**src/rtl/output_buffer_read_ctrl_if.sv**
```systemverilog
// Signal bundle between the read-mode output buffer sequencer and its environment.
// master = sequencer side, slave = register block / buffer side. OUTBUF_RDCTL_ABORT_EN adds abort_i/aborted_o.
interface output_buffer_read_ctrl_if;
    logic        start_i;
    logic [6:0]  start_col_i;
    logic [7:0]  num_adc_i;
    logic        busy_o;
    logic        done_o;
    logic [8:0]  col_addr9_o;
    logic        read_mode_buf_w_en_o;
    logic        read_load_en_o;
    logic [31:0] read_mode_encoder_i;
    logic [31:0] word_o;
    logic        word_valid_o;
    logic        word_ready_i;
`ifdef OUTBUF_RDCTL_ABORT_EN
    logic        abort_i;
    logic        aborted_o;
`endif

    modport master (
`ifdef OUTBUF_RDCTL_ABORT_EN
        input  abort_i,
        output aborted_o,
`endif
        input  start_i, start_col_i, num_adc_i, read_mode_encoder_i, word_ready_i,
        output busy_o, done_o, col_addr9_o, read_mode_buf_w_en_o, read_load_en_o,
               word_o, word_valid_o
    );

    modport slave (
`ifdef OUTBUF_RDCTL_ABORT_EN
        output abort_i,
        input  aborted_o,
`endif
        output start_i, start_col_i, num_adc_i, read_mode_encoder_i, word_ready_i,
        input  busy_o, done_o, col_addr9_o, read_mode_buf_w_en_o, read_load_en_o,
               word_o, word_valid_o
    );
endinterface

```
**src/rtl/output_buffer_read_ctrl.sv**
```systemverilog
// Sweeps ADC slices of the read-mode output buffer, packs 4-bit results eight per word into a show-ahead FIFO.
// Optional abort support is enabled with OUTBUF_RDCTL_ABORT_EN.
module output_buffer_read_ctrl #(
    parameter int FIFO_DEPTH = 4
) (
    input  logic clk_i,
    input  logic rst_ni,
    output_buffer_read_ctrl_if.master bus
);
    localparam int PW = $clog2(FIFO_DEPTH);

    typedef enum logic [2:0] {
        S_IDLE = 3'd0,
        S_SEL  = 3'd1,
        S_WEN  = 3'd2,
        S_LOAD = 3'd3,
        S_PUSH = 3'd4,
        S_DONE = 3'd5
    } state_t;

    state_t        state_q;
    logic [6:0]    adc_idx_q;
    logic [7:0]    remain_q;
    logic [2:0]    nib_q;
    logic [31:0]   pack_q;
    logic          busy_q;
    logic          done_q;
    logic          w_en_q;
    logic          load_en_q;
    logic [8:0]    col_q;
    logic [31:0]   mem_q [FIFO_DEPTH];
    logic [PW-1:0] wr_ptr_q;
    logic [PW-1:0] rd_ptr_q;
    logic [PW:0]   count_q;

    logic          fifo_full_s;
    logic          fifo_push_s;
    logic          fifo_pop_s;
    logic          abort_s;
    logic [6:0]    next_idx_s;
    logic [7:0]    clamp_num_s;
    logic          unused_enc_s;

`ifdef OUTBUF_RDCTL_ABORT_EN
    logic          aborted_q;
    assign abort_s = bus.abort_i && (state_q != S_IDLE) && (state_q != S_DONE);
    assign bus.aborted_o = aborted_q;
`else
    assign abort_s = 1'b0;
`endif

    // Full is taken from registered occupancy, so a same-cycle pop never unblocks PUSH.
    assign fifo_full_s  = (count_q == (PW+1)'(FIFO_DEPTH));
    assign fifo_push_s  = (state_q == S_PUSH) && !fifo_full_s && !abort_s;
    assign fifo_pop_s   = (count_q != (PW+1)'(0)) && bus.word_ready_i;
    assign next_idx_s   = adc_idx_q + 7'd1;
    assign clamp_num_s  = (bus.num_adc_i > 8'd128) ? 8'd128 : bus.num_adc_i;
    assign unused_enc_s = ^bus.read_mode_encoder_i[31:4];

    assign bus.busy_o               = busy_q;
    assign bus.done_o               = done_q;
    assign bus.col_addr9_o          = col_q;
    assign bus.read_mode_buf_w_en_o = w_en_q;
    assign bus.read_load_en_o       = load_en_q;
    assign bus.word_valid_o         = (count_q != (PW+1)'(0));
    assign bus.word_o               = (count_q != (PW+1)'(0)) ? mem_q[rd_ptr_q] : 32'h0000_0000;

    // Sweep sequencer with registered strobes, address and status.
    always_ff @(posedge clk_i or negedge rst_ni) begin
        if (!rst_ni) begin
            state_q   <= S_IDLE;
            adc_idx_q <= 7'd0;
            remain_q  <= 8'd0;
            nib_q     <= 3'd0;
            pack_q    <= 32'h0000_0000;
            busy_q    <= 1'b0;
            done_q    <= 1'b0;
            w_en_q    <= 1'b0;
            load_en_q <= 1'b0;
            col_q     <= 9'd0;
`ifdef OUTBUF_RDCTL_ABORT_EN
            aborted_q <= 1'b0;
`endif
        end else begin
            done_q    <= 1'b0;
            w_en_q    <= 1'b0;
            load_en_q <= 1'b0;
`ifdef OUTBUF_RDCTL_ABORT_EN
            aborted_q <= abort_s;
`endif
            if (abort_s) begin
                state_q <= S_IDLE;
                busy_q  <= 1'b0;
                col_q   <= 9'd0;
                pack_q  <= 32'h0000_0000;
                nib_q   <= 3'd0;
            end else begin
                case (state_q)
                    S_IDLE: begin
                        col_q <= 9'd0;
                        if (bus.start_i) begin
                            busy_q <= 1'b1;
                            if (bus.num_adc_i == 8'd0) begin
                                state_q <= S_DONE;
                                done_q  <= 1'b1;
                            end else begin
                                adc_idx_q <= bus.start_col_i;
                                remain_q  <= clamp_num_s;
                                nib_q     <= 3'd0;
                                pack_q    <= 32'h0000_0000;
                                col_q     <= {bus.start_col_i, 2'b00};
                                state_q   <= S_SEL;
                            end
                        end else begin
                            busy_q <= 1'b0;
                        end
                    end
                    S_SEL: begin
                        w_en_q  <= 1'b1;
                        state_q <= S_WEN;
                    end
                    S_WEN: begin
                        load_en_q <= 1'b1;
                        state_q   <= S_LOAD;
                    end
                    S_LOAD: begin
                        pack_q[{nib_q, 2'b00} +: 4] <= bus.read_mode_encoder_i[3:0];
                        remain_q  <= remain_q - 8'd1;
                        adc_idx_q <= next_idx_s;
                        if ((nib_q == 3'd7) || (remain_q == 8'd1)) begin
                            state_q <= S_PUSH;
                        end else begin
                            nib_q   <= nib_q + 3'd1;
                            col_q   <= {next_idx_s, 2'b00};
                            state_q <= S_SEL;
                        end
                    end
                    S_PUSH: begin
                        if (!fifo_full_s) begin
                            pack_q <= 32'h0000_0000;
                            nib_q  <= 3'd0;
                            if (remain_q != 8'd0) begin
                                col_q   <= {adc_idx_q, 2'b00};
                                state_q <= S_SEL;
                            end else begin
                                done_q  <= 1'b1;
                                state_q <= S_DONE;
                            end
                        end else begin
                            state_q <= S_PUSH;
                        end
                    end
                    S_DONE: begin
                        busy_q  <= 1'b0;
                        col_q   <= 9'd0;
                        state_q <= S_IDLE;
                    end
                    default: begin
                        busy_q  <= 1'b0;
                        col_q   <= 9'd0;
                        state_q <= S_IDLE;
                    end
                endcase
            end
        end
    end

    // FIFO pointers and occupancy.
    always_ff @(posedge clk_i or negedge rst_ni) begin
        if (!rst_ni) begin
            wr_ptr_q <= {PW{1'b0}};
            rd_ptr_q <= {PW{1'b0}};
            count_q  <= {(PW+1){1'b0}};
        end else begin
            if (fifo_push_s) begin
                wr_ptr_q <= wr_ptr_q + PW'(1);
            end else begin
                wr_ptr_q <= wr_ptr_q;
            end
            if (fifo_pop_s) begin
                rd_ptr_q <= rd_ptr_q + PW'(1);
            end else begin
                rd_ptr_q <= rd_ptr_q;
            end
            case ({fifo_push_s, fifo_pop_s})
                2'b10:   count_q <= count_q + (PW+1)'(1);
                2'b01:   count_q <= count_q - (PW+1)'(1);
                default: count_q <= count_q;
            endcase
        end
    end

    // FIFO storage; contents are only visible through word_o while occupancy is non-zero.
    always_ff @(posedge clk_i) begin
        if (fifo_push_s) begin
            mem_q[wr_ptr_q] <= pack_q;
        end
    end
endmodule

```
**src/flat_wrapper.sv**
```systemverilog
// flat-port wrapper written by rule: the top's interface ports become plain ports
module output_buffer_read_ctrl_flat 
#(
    parameter int FIFO_DEPTH = 4
)
  (clk_i, rst_ni, bus_start_i, bus_start_col_i, bus_num_adc_i, bus_read_mode_encoder_i, bus_word_ready_i, bus_busy_o, bus_done_o, bus_col_addr9_o, bus_read_mode_buf_w_en_o, bus_read_load_en_o, bus_word_o, bus_word_valid_o);
  output_buffer_read_ctrl_if bus_i ();
  input  logic clk_i;
  input  logic rst_ni;
  input wire logic [$bits(bus_i.start_i)-1:0] bus_start_i;
  input wire logic [$bits(bus_i.start_col_i)-1:0] bus_start_col_i;
  input wire logic [$bits(bus_i.num_adc_i)-1:0] bus_num_adc_i;
  input wire logic [$bits(bus_i.read_mode_encoder_i)-1:0] bus_read_mode_encoder_i;
  input wire logic [$bits(bus_i.word_ready_i)-1:0] bus_word_ready_i;
  output wire logic [$bits(bus_i.busy_o)-1:0] bus_busy_o;
  output wire logic [$bits(bus_i.done_o)-1:0] bus_done_o;
  output wire logic [$bits(bus_i.col_addr9_o)-1:0] bus_col_addr9_o;
  output wire logic [$bits(bus_i.read_mode_buf_w_en_o)-1:0] bus_read_mode_buf_w_en_o;
  output wire logic [$bits(bus_i.read_load_en_o)-1:0] bus_read_load_en_o;
  output wire logic [$bits(bus_i.word_o)-1:0] bus_word_o;
  output wire logic [$bits(bus_i.word_valid_o)-1:0] bus_word_valid_o;
  assign bus_i.start_i = bus_start_i;
  assign bus_i.start_col_i = bus_start_col_i;
  assign bus_i.num_adc_i = bus_num_adc_i;
  assign bus_i.read_mode_encoder_i = bus_read_mode_encoder_i;
  assign bus_i.word_ready_i = bus_word_ready_i;
  assign bus_busy_o = bus_i.busy_o;
  assign bus_done_o = bus_i.done_o;
  assign bus_col_addr9_o = bus_i.col_addr9_o;
  assign bus_read_mode_buf_w_en_o = bus_i.read_mode_buf_w_en_o;
  assign bus_read_load_en_o = bus_i.read_load_en_o;
  assign bus_word_o = bus_i.word_o;
  assign bus_word_valid_o = bus_i.word_valid_o;
  output_buffer_read_ctrl #(.FIFO_DEPTH(FIFO_DEPTH)) u_core (.clk_i(clk_i), .rst_ni(rst_ni), .bus(bus_i));
endmodule
```
**config.mk**
```make
export PLATFORM = sky130hd
export DESIGN_NAME = output_buffer_read_ctrl_flat
export DESIGN_NICKNAME = d
export VERILOG_FILES = /design/src/rtl/output_buffer_read_ctrl_if.sv /design/src/rtl/output_buffer_read_ctrl.sv /design/src/flat_wrapper.sv
export SDC_FILE = /design/constraint.sdc
export NUM_CORES = 1
export LEC_CHECK = 0
export CAP_MARGIN = 5
export CORE_ASPECT_RATIO = 1.1
export CORE_MARGIN = 2
export CORE_UTILIZATION = 53
export DETAILED_ROUTE_END_ITERATION = 16
export GPL_TIMING_DRIVEN = 0
export PLACE_DENSITY = 0.74
export REMOVE_ABC_BUFFERS = 1
export SYNTH_ARGS = -nofsm -noshare
export SYNTH_HDL_FRONTEND = slang
export SYNTH_SLANG_ARGS = --single-unit
```
**constraint.sdc**
```tcl
create_clock -name clk_i -period 3.15 [get_ports clk_i]
set_clock_uncertainty 0.1 [all_clocks]
set_input_delay 0.4725 -clock clk_i [delete_from_list [all_inputs] [get_ports clk_i]]
set_output_delay 0.4725 -clock clk_i [all_outputs]
set_load 0.02 [all_outputs]
```
==> flow_metrics.env, run 1 <==
export IMPL_run_status="complete, no violations"
export IMPL_worst_endpoint_arrival_ps=2480
export IMPL_most_common_cell_after_layout_fill_and_taps_aside="sky130_fd_sc_hd__edfxtp_1"
export IMPL_floorplan_rows=48
export IMPL_timing_max_transition_violations_final=0
export IMPL_final_hold_violation_count=0
export IMPL_dominantRegCellSynth="sky130_fd_sc_hd__edfxtp_1"
export IMPL_final_layout_size_suffix_gt1_share_pct=14.9
export IMPL_clock_slew_seen_by_the_registers_of_the_worst_setup_and_hold_paths_ps=70
export IMPL_core_area_um2=15600
export IMPL_initial_core_util_pct=54.0
export IMPL_grt_setup_unrepaired="no"
export IMPL_finalCritPeriodShare_pct=97.0
export IMPL_worstSetupStartpointType="register"
export IMPL_total_leakage_power_uw=0.00382
export IMPL_ant_nets=0
export IMPL_drc=0
export IMPL_cts_path_max_buffers=2
export IMPL_required_ps=2580
export IMPL_rr_worst_depth=4
export IMPL_reg2reg_to="u_core.pack_q[20]$_DFFE_PN0P_"
export IMPL_synthesis_area_um2=8430
export IMPL_setup_tns_ps=0
export IMPL_netlist_top_cell_by_area="sky130_fd_sc_hd__edfxtp_1"
export IMPL_ys_ff_latch=199
export IMPL_synth_area_top_cells="sky130_fd_sc_hd__edfxtp_1 (46%), sky130_fd_sc_hd__dfrtp_1 (21%), sky130_fd_sc_hd__mux4_2 (8.5%), sky130_fd_sc_hd__a22o_1 (3.4%), sky130_fd_sc_hd__and2_1 (2.9%)"
export IMPL_synthToLayoutAreaGrowth_pct=18.4
export IMPL_dp_hpwl_mm=10.7
export IMPL_tritoncts_clock_tree="built"
export IMPL_routed_wirelength_mm=17.5
export IMPL_grt_remaining_overflow=0
export IMPL_final_core_util_pct=63.9
export IMPL_grt_pass1_wl_mm=28.0
export IMPL_synth_edf_count=128
export IMPL_cts_root_buffer="sky130_fd_sc_hd__clkbuf_16"
export IMPL_max_slew_worst_pin_slew_ps=829
export IMPL_power_density_nw_per_um2=904
export IMPL_timing_critical_path_fanout_max=34
export IMPL_synthCells=545
export IMPL_final_net_count=681
export IMPL_die_y_um=136
export IMPL_hold_class="register to register"
export IMPL_worst_r2r_startpoint="u_core.state_q[2]$_DFFE_PN0N_"
export IMPL_fraction_of_registers_with_async_set_or_reset_after_synthesis_pct=35.7
export IMPL_synth_seq_area_share_pct=66.7
export IMPL_synth_area_per_cell_um2=15.5
export IMPL_drv_cap=0
export IMPL_port_buffer_cells=66
export IMPL_top_level_ports=97
export IMPL_detail_route_first_pass_iterations=4
export IMPL_r2r_setup_slack_ps=280
export IMPL_setup_crit_end="bus_word_o[2]"
export IMPL_gp_congestion=0.880
export IMPL_number_of_antenna_cells_inserted=0
export IMPL_cts_buffers_inserted=17
export IMPL_detail_route_wl_per_cell_um=21.2
export IMPL_numClockSinks=199
export IMPL_synth_top_area_share_pct=45.6
export IMPL_first_global_vias=5170
export IMPL_routed_via_density=5.97
export IMPL_clkLatencyLatePin_ps=430
export IMPL_max_freq_mhz=327
export IMPL_vias=4926
export IMPL_timing_final_crit_period_ps=3060
export IMPL_crit_path_start="u_core.count_q[1]$_DFFE_PN0P_"
export IMPL_antenna_found_initial=0
export IMPL_die_area_um2=16900
export IMPL_post_synth_num_cell_types=62
export IMPL_timing_final_setup_violations=0
export IMPL_drtIter0Drc=430
export IMPL_maxSlewHeadroom_pct=44.6
export IMPL_most_frequent_cells_in_the_layout="sky130_fd_sc_hd__edfxtp_1 (128), sky130_fd_sc_hd__dfrtp_1 (69), sky130_fd_sc_hd__clkdlybuf4s50_1 (65), sky130_fd_sc_hd__and2_1 (35), sky130_fd_sc_hd__a22o_1 (33)"
export IMPL_worstSetupEndpointType="output pin"
export IMPL_fillers=1128
export IMPL_htree_levels=4
export IMPL_ys_warn_count=0
export IMPL_vdd_drop_max_mv=0.469
export IMPL_grt_usage_pct=21.7
export IMPL_setup_worst_path_class="register to output pin"
export IMPL_grt_max_degree=38
export IMPL_die_width_um=124
==> what timing repair did <==
item | 4_1_cts | 5_1_grt
hold buffers | 1 | 0
buffers inserted | 1 | 0
resized for setup | 3 | 0
endpoints found under the hold margin | 34 | 0
endpoints found under the setup margin | 41 | 0
==> per-stage QoR <==
| stage | area (um2) | cells | hold slack, ps | setup slack [ps] | power (uW) |
|---|---|---|---|---|---|
| finish | 9980 | 825 | 395 | 93.1 | 9020 |
| global route | 9980 | 825 | 419 | 7.52 | 9500 |
| CTS | 9980 | 825 | 395 | 63.4 | 9080 |
| detailed placement | 9350 | 791 | 368 | -71.4 | 6820 |
| global placement | 9220 | 785 | 363 | -1020 | 6740 |
| floorplan | 8310 | 519 | 76.9 | 296 | 5580 |
==> worst min-delay path by stage <==
stage / cells past startpoint / startpoint / endpoint / slack [ps]
2_1_floorplan: 0 / rst_ni / u_core.adc_idx_q[0]$_DFFE_PN0P_ / 80
3_3_place_gp: 1 / u_core.count_q[2]$_DFFE_PN0P_ / u_core.count_q[2]$_DFFE_PN0P_ / 360
3_5_place_dp: 1 / rst_ni / u_core.bus.col_addr9_o[5]$_DFFE_PN0P_ / 370
4_1_cts: 1 / u_core.count_q[2]$_DFFE_PN0P_ / u_core.count_q[2]$_DFFE_PN0P_ / 400
5_1_grt: 1 / u_core.count_q[2]$_DFFE_PN0P_ / u_core.count_q[2]$_DFFE_PN0P_ / 420
6_report: 1 / u_core.bus.col_addr9_o[3]$_DFFE_PN0P_ / u_core.bus.col_addr9_o[3]$_DFFE_PN0P_ / 390
==> registers in the layout (all words and copies together) (netlist names) <==
name                             flops
u_core.adc_idx_q                     7
u_core.state_q                       3
u_core.remain_q                      8
u_core.bus.read_mode_buf_w_en_o      1
u_core.bus.read_load_en_o            1
u_core.rd_ptr_q                      2
u_core.wr_ptr_q                      2
u_core.bus.done_o                    1
u_core.mem_q                       128
u_core.count_q                       3
u_core.pack_q                       32
u_core.nib_q                         3
u_core.bus.col_addr9_o               7
u_core.bus.busy_o                    1
==> worst max-delay path, stage by stage (launching register included) <==
cell and delay [ps]:
sky130_fd_sc_hd__dfrtp_1 420, sky130_fd_sc_hd__or3_2 800, sky130_fd_sc_hd__and2_1 290, sky130_fd_sc_hd__clkdlybuf4s50_1 540
==> final cells by class <==
cell class                      instances  area (um2)  area share, %
Inverter                               12        45.0          0.451
Sequential cell                       199        5630           56.4
Multi-Input combinational cell        309        2660           26.6
Tap cell                              200         250           2.51
Timing Repair Buffer                   74         796           7.97
Clock inverter                         12         150           1.50
Clock buffer                           19         453           4.54
==> power breakdown <==
part	leakage [uW]	switching [uW]	internal, uW
sequential	0.00221	390	3060
clock	0.000291	935	1280
combinational	0.00132	1790	1570
==> cell usage after synthesis (all sizes together) (5+ instances only) <==
library cell  count
a22o             33
a21o              6
clkbuf           13
nand3             6
edfxtp          128
dfrtp            71
inv              12
o2bb2ai           6
mux4             32
nor3b             5
o21ai            19
ha               16
nand2            31
nor3              9
and2             39
nor2             27
buf              14
a21oi            12
==> per-layer routing <==
| layer | vias to the layer above | wire length, um | global-route usage [%] |
|---|---|---|---|
| li1 | 2237 | - | - |
| met1 | 2515 | 7410 | 27.8 |
| met2 | 148 | 8880 | 37.1 |
| met3 | 26 | 784 | 4.05 |
| met4 | 0 | 380 | 8.80 |
| met5 | - | 0 | 0 |
==> cell families (layout without fill, tap and decap cells) <==
kind of cell	count (synthesis)	count (layout)	synth area share (%)
flip-flops	199	199	66.7
buffers and inverters	39	117	2.02
multiplexers	33	33	8.67
AND/OR/NAND/NOR	141	142	9.20
AO/OA/AOI/OAI	108	108	10.1
XOR/XNOR	7	7	0.727
other	1	2	0.0445
adder cells (fa/ha/maj)	17	17	2.61
Note: power is estimated with default switching activity, not from simulation.
==> run 2: changes to the inputs <==
clock period = 3.6 ns   (was 3.15 ns; I/O delays follow)
==> run 2 against run 1 <==
Critical endpoint unchanged. Sequential cell count unchanged. Cell count shrank 0.12%. Setup slack improved by 230 ps. Global-route usage decreased by 0.27 points. Wire length decreased by 1.4%. Combinational power is 14% lower. Worst hold slack worse by 1.2 ps. Via count fell by 0.95%. Critical path depth is the same.
==> flow_metrics.env, run 2 (synthesis results as in run 1) <==
export IMPL_drc=0
export IMPL_worstSetupPathDepth=3
export IMPL_max_slew_worst_pin_slew_ps=1110
export IMPL_cpLargestDelayFamily="simple AND/OR/NAND/NOR gates"
export IMPL_tritoncts_clock_tree="built"
export IMPL_numClockSinks=199
export IMPL_core_area_um2=15600
export IMPL_worst_endpoint_arrival_ps=2640
export IMPL_grt_usage_pct=21.4
export IMPL_die_y_um=136
export IMPL_gp_congestion=0.880
export IMPL_grt_setup_unrepaired="no"
export IMPL_worst_path_largest_cell_delay_ps=880
export IMPL_grt_remaining_overflow=0
export IMPL_fillers=1127
export IMPL_setup_worst_path_class="register to output pin"
export IMPL_cts_root_buffer="sky130_fd_sc_hd__clkbuf_16"
export IMPL_synthToLayoutAreaGrowth_pct=18.3
export IMPL_vias=4879
export IMPL_cts_resized_gates=0
export IMPL_cts_buffers_inserted=17
export IMPL_top_level_ports=97
export IMPL_most_frequent_cells_in_the_layout="sky130_fd_sc_hd__edfxtp_1 (128), sky130_fd_sc_hd__dfrtp_1 (69), sky130_fd_sc_hd__clkdlybuf4s50_1 (65), sky130_fd_sc_hd__and2_1 (35), sky130_fd_sc_hd__a22o_1 (33)"
export IMPL_vdd_drop_max_mv=0.408
export IMPL_ant_nets=0
export IMPL_detail_route_first_pass_iterations=5
export IMPL_drv_cap=0
export IMPL_reg2reg_to="u_core.count_q[2]$_DFFE_PN0P_"
export IMPL_die_area_um2=16900
export IMPL_worstSetupStartpointType="register"
export IMPL_run_status="complete, no violations"
export IMPL_final_seq_area_um2=5620
export IMPL_clkLatencyLatePin_ps=430
export IMPL_critical_path_top_delay_cell="sky130_fd_sc_hd__or3_1"
export IMPL_number_of_antenna_cells_inserted=0
export IMPL_rr_worst_depth=8
export IMPL_drtIter0Drc=436
export IMPL_worst_r2r_startpoint="u_core.count_q[0]$_DFFE_PN0P_"
export IMPL_die_width_um=124
export IMPL_max_reg_flops=128
export IMPL_detail_route_wl_per_cell_um=20.9
export IMPL_cts_path_max_buffers=2
export IMPL_hold_path_depth=1
export IMPL_r2r_setup_slack_ps=730
export IMPL_timing_final_crit_period_ps=3280
export IMPL_floorplan_rows=48
export IMPL_initial_core_util_pct=54.0
export IMPL_clock_slew_seen_by_the_registers_of_the_worst_setup_and_hold_paths_ps=70
export IMPL_antenna_found_initial=0
export IMPL_total_power_uw=7870
export IMPL_setup_crit_end="bus_word_o[2]"
export IMPL_most_common_cell_after_layout_fill_and_taps_aside="sky130_fd_sc_hd__edfxtp_1"
export IMPL_largest_registers="u_core.mem_q: 128 flops, u_core.pack_q: 32 flops, u_core.remain_q: 8 flops"
export IMPL_first_global_vias=5138
export IMPL_timing_max_transition_violations_final=0
export IMPL_port_buffer_cells=66
export IMPL_multi_input_comb_area_um2=2650
export IMPL_cp_num_buf_inv=1
export IMPL_power_density_nw_per_um2=789
export IMPL_largest_register="u_core.mem_q"
export IMPL_total_leakage_power_uw=0.00382
export IMPL_max_freq_mhz=305
export IMPL_routed_via_density=5.92
export IMPL_final_net_count=680
export IMPL_dp_hpwl_mm=10.7
export IMPL_required_ps=2960
export IMPL_routed_wirelength_mm=17.2
export IMPL_htree_levels=4
export IMPL_finalCritPeriodShare_pct=91.0
export IMPL_setup_tns_ps=0
export IMPL_hold_class="register to register"
export IMPL_timing_final_setup_violations=0
export IMPL_final_hold_violation_count=0
export IMPL_cp_cell_sequence="or3_1 -> and2_1 -> clkdlybuf4s50_1"
export IMPL_grt_pass1_wl_mm=27.6
export IMPL_grt_max_degree=38
export IMPL_crit_path_start="u_core.count_q[0]$_DFFE_PN0P_"
export IMPL_final_layout_size_suffix_gt1_share_pct=14.7
export IMPL_worstSetupEndpointType="output pin"
export IMPL_timing_critical_path_fanout_max=34
export IMPL_maxSlewHeadroom_pct=25.8
[run 2: cell count changes in the layout (fill, tap and decap cells not counted), sizes merged]
cell / delta
nand3b: -1
[run 2: through the flow]
step | setup slack [ps] | hold slack, ps | std cells | area (um2) | utilization [%]
finish | 323 | 394 | 824 | 9970 | 63.9
detailed placement | 379 | 373 | 791 | 9350 | 59.9
global placement | -637 | 363 | 785 | 9220 | 59.1
CTS | 236 | 395 | 823 | 9960 | 63.8
floorplan | 679 | 144 | 519 | 8310 | -
global route | 130 | 420 | 824 | 9970 | 63.9
[run 2: worst min-delay path by stage]
stage	start	to	slack, ps
floorplan	rst_ni	u_core.adc_idx_q[0]$_DFFE_PN0P_	140
CTS	u_core.count_q[2]$_DFFE_PN0P_	u_core.count_q[2]$_DFFE_PN0P_	400
global route	u_core.count_q[2]$_DFFE_PN0P_	u_core.count_q[2]$_DFFE_PN0P_	420
detailed placement	u_core.bus.col_addr9_o[3]$_DFFE_PN0P_	u_core.bus.col_addr9_o[3]$_DFFE_PN0P_	370
finish	u_core.bus.col_addr9_o[3]$_DFFE_PN0P_	u_core.bus.col_addr9_o[3]$_DFFE_PN0P_	390
global placement	u_core.count_q[2]$_DFFE_PN0P_	u_core.count_q[2]$_DFFE_PN0P_	360
[run 2: report_power, final]
part | total, uW | switching, uW | leakage [uW] | internal (uW)
Combinational | 2890 | 1510 | 0.00132 | 1380
Clock | 1940 | 814 | 0.000291 | 1120
Sequential | 3040 | 370 | 0.00221 | 2670
Total | 7870 | 2700 | 0.00382 | 5170
[run 2: timing repair]
item,4_1_cts,5_1_grt
buffers inserted,0,0
hold buffers,1,0
hold endpoints to repair,34,0
[run 2: worst register-to-register path: stages, from the launching register on]
cell	delay [ps]
sky130_fd_sc_hd__dfrtp_1	410
sky130_fd_sc_hd__or3_1	880
sky130_fd_sc_hd__and2_1	340
sky130_fd_sc_hd__ha_1	210
sky130_fd_sc_hd__inv_1	60
sky130_fd_sc_hd__fa_1	370
sky130_fd_sc_hd__xor2_1	150
sky130_fd_sc_hd__nor2_1	110
sky130_fd_sc_hd__xor2_1	150
[run 2: final cells by class]
cell class	instances	share of cell area, %
Clock buffer	19	4.54
Tap cell	200	2.51
Multi-Input combinational cell	308	26.6
Clock inverter	12	1.51
Timing Repair Buffer	74	8.05
Sequential cell	199	56.4
Inverter	12	0.452
[run 2: per-layer routing]
layer,global-route usage (%),wire [um],vias to the layer above
met5,0,0,-
met4,8.74,358,0
met3,4.13,747,26
met2,36.4,8770,135
met1,27.5,7340,2486
li1,-,-,2232
==> run 3: changes to the inputs <==
SLEW_MARGIN = 5   (was default)
==> run 3 against run 2 <==
Sequential cell count is the same. Core utilization is 0.096 points lower. Worst hold slack got worse by 1.4 ps. Fmax decreased by 3.5%. Setup slack worse by 120 ps. Register-to-register slack better by 40 ps. Clock power is 3% lower. First-iteration DRC count grew 8.3%. Cell area down 0.15%. Combinational power about the same. Power shrank 0.42%. Sequential power about the same. Critical endpoint is now bus_word_o[11]. Largest power group unchanged. Highest routed layer unchanged.
==> flow_metrics.env, run 3 (synthesis results as in run 1) <==
export IMPL_worstSetupEndpointType="output pin"
export IMPL_most_common_cell_after_layout_fill_and_taps_aside="sky130_fd_sc_hd__edfxtp_1"
export IMPL_grt_pass1_wl_mm=27.4
export IMPL_timing_max_transition_violations_final=0
export IMPL_clkLatencyLatePin_ps=430
export IMPL_numClockSinks=199
export IMPL_largest_registers="u_core.mem_q: 128 flops, u_core.pack_q: 32 flops, u_core.remain_q: 8 flops"
export IMPL_die_area_um2=16900
export IMPL_max_freq_mhz=294
export IMPL_timing_final_setup_violations=0
export IMPL_first_global_vias=5122
export IMPL_core_area_um2=15600
export IMPL_timing_final_crit_period_ps=3400
export IMPL_grt_usage_pct=21.2
export IMPL_max_slew_worst_pin_slew_ps=1060
export IMPL_max_reg_flops=128
export IMPL_tritoncts_clock_tree="built"
export IMPL_grt_max_degree=38
export IMPL_clock_slew_seen_by_the_registers_of_the_worst_setup_and_hold_paths_ps=70
export IMPL_detailed_place_area_um2=9350
export IMPL_ant_nets=0
export IMPL_gp_congestion=0.880
export IMPL_power_density_nw_per_um2=787
export IMPL_finalCritPeriodShare_pct=94.4
export IMPL_most_frequent_cells_in_the_layout="sky130_fd_sc_hd__edfxtp_1 (128), sky130_fd_sc_hd__dfrtp_1 (69), sky130_fd_sc_hd__clkdlybuf4s50_1 (65), sky130_fd_sc_hd__and2_1 (35), sky130_fd_sc_hd__a22o_1 (33)"
export IMPL_cts_buffers_inserted=17
export IMPL_cts_path_max_buffers=2
export IMPL_htree_levels=4
export IMPL_worstSetupStartpointType="register"
export IMPL_synthToLayoutAreaGrowth_pct=18.1
export IMPL_largest_register="u_core.mem_q"
export IMPL_number_of_antenna_cells_inserted=0
export IMPL_hold_class="register to register"
export IMPL_final_layout_size_suffix_gt1_share_pct=14.7
export IMPL_required_ps=2960
export IMPL_cts_root_buffer="sky130_fd_sc_hd__clkbuf_16"
export IMPL_die_width_um=124
export IMPL_routed_via_density=5.99
export IMPL_drc=0
export IMPL_grt_remaining_overflow=0
export IMPL_setup_worst_path_class="register to output pin"
export IMPL_drv_cap=0
export IMPL_fin_area_um2=9960
export IMPL_worst_slack_ps=203
export IMPL_top_level_ports=97
export IMPL_worst_endpoint_arrival_ps=2760
export IMPL_routed_wirelength_mm=17.0
export IMPL_drtIter0Drc=472
export IMPL_vdd_drop_max_mv=0.510
export IMPL_total_power_uw=7840
export IMPL_cts_post_setup_buffers_inserted=0
export IMPL_port_buffer_cells=66
export IMPL_initial_core_util_pct=54.0
export IMPL_vias=4945
export IMPL_maxSlewHeadroom_pct=29.1
export IMPL_setup_tns_ps=0
export IMPL_grt_setup_unrepaired="no"
export IMPL_dp_hpwl_mm=10.8
export IMPL_antenna_found_initial=0
export IMPL_final_hold_violation_count=0
export IMPL_detail_route_wl_per_cell_um=20.6
export IMPL_total_leakage_power_uw=0.00382
export IMPL_final_core_util_pct=63.8
export IMPL_detail_route_first_pass_iterations=5
export IMPL_floorplan_rows=48
export IMPL_run_status="complete, no violations"
export IMPL_die_y_um=136
export IMPL_detailedPlace_worstSlack_ps=404
export IMPL_fillers=1145
export IMPL_timing_critical_path_fanout_max=18
export IMPL_final_net_count=680
[run 3: report_power, final]
part	total, uW	internal, uW	switching, uW	leakage (uW)
clock network	1890	1050	843	0.000285
logic	2880	1370	1500	0.00132
registers	3070	2670	398	0.00221
[run 3: final timing paths]
check | start | to | slack [ps] | depth (start not counted)
worst max-delay path | u_core.rd_ptr_q[0]$_DFFE_PN0P_ | bus_word_o[11] | 200 | 4
max in group asynchronous | rst_ni | u_core.pack_q[22]$_DFFE_PN0P_ | 2310 | 3
worst max register to register | u_core.count_q[0]$_DFFE_PN0P_ | u_core.count_q[2]$_DFFE_PN0P_ | 770 | 8
min in group asynchronous | rst_ni | u_core.bus.col_addr9_o[5]$_DFFE_PN0P_ | 500 | 2
worst min-delay path | u_core.bus.col_addr9_o[3]$_DFFE_PN0P_ | u_core.bus.col_addr9_o[3]$_DFFE_PN0P_ | 390 | 1
worst min register to register | u_core.bus.col_addr9_o[3]$_DFFE_PN0P_ | u_core.bus.col_addr9_o[3]$_DFFE_PN0P_ | 390 | 1
[run 3: what timing repair did]
item,CTS,global route
gates resized for setup,0,0
endpoints found under the hold margin,34,0
hold buffers,1,0
[run 3: critical path, stage by stage, from the launching register on]
cell and delay, ps:
sky130_fd_sc_hd__dfrtp_2 800, sky130_fd_sc_hd__buf_12 280, sky130_fd_sc_hd__mux4_2 540, sky130_fd_sc_hd__and2_1 170, sky130_fd_sc_hd__clkdlybuf4s50_1 530
[run 3: area by class of cell]
type / count / area, um2 / share of cell area, %
repair buffers: 74 / 800 / 8.03
clock inverters: 13 / 149 / 1.49
inverters: 12 / 45.0 / 0.452
flip-flops and latches: 199 / 5620 / 56.5
multi-input cells: 308 / 2650 / 26.6
well taps: 200 / 250 / 2.51
clock buffers: 19 / 443 / 4.45
[run 3: stage by stage]
stage          hold WS, ps  instances
2_1_floorplan          144        519
3_3_place_gp           363        785
3_5_place_dp           373        791
4_1_cts                399        824
5_1_grt                429        825
6_report               392        825
[run 3: layer usage]
metal | global-route usage (%) | routed length, um | up-vias | share of wire [%]
met3 | 4.33 | 723 | 20 | 4.3
met1 | 26.4 | 7270 | 2547 | 43
met2 | 36.5 | 8690 | 143 | 51
met4 | 8.68 | 298 | 0 | 1.8
li1 | - | - | 2235 | -
met5 | 0 | 0 | - | 0
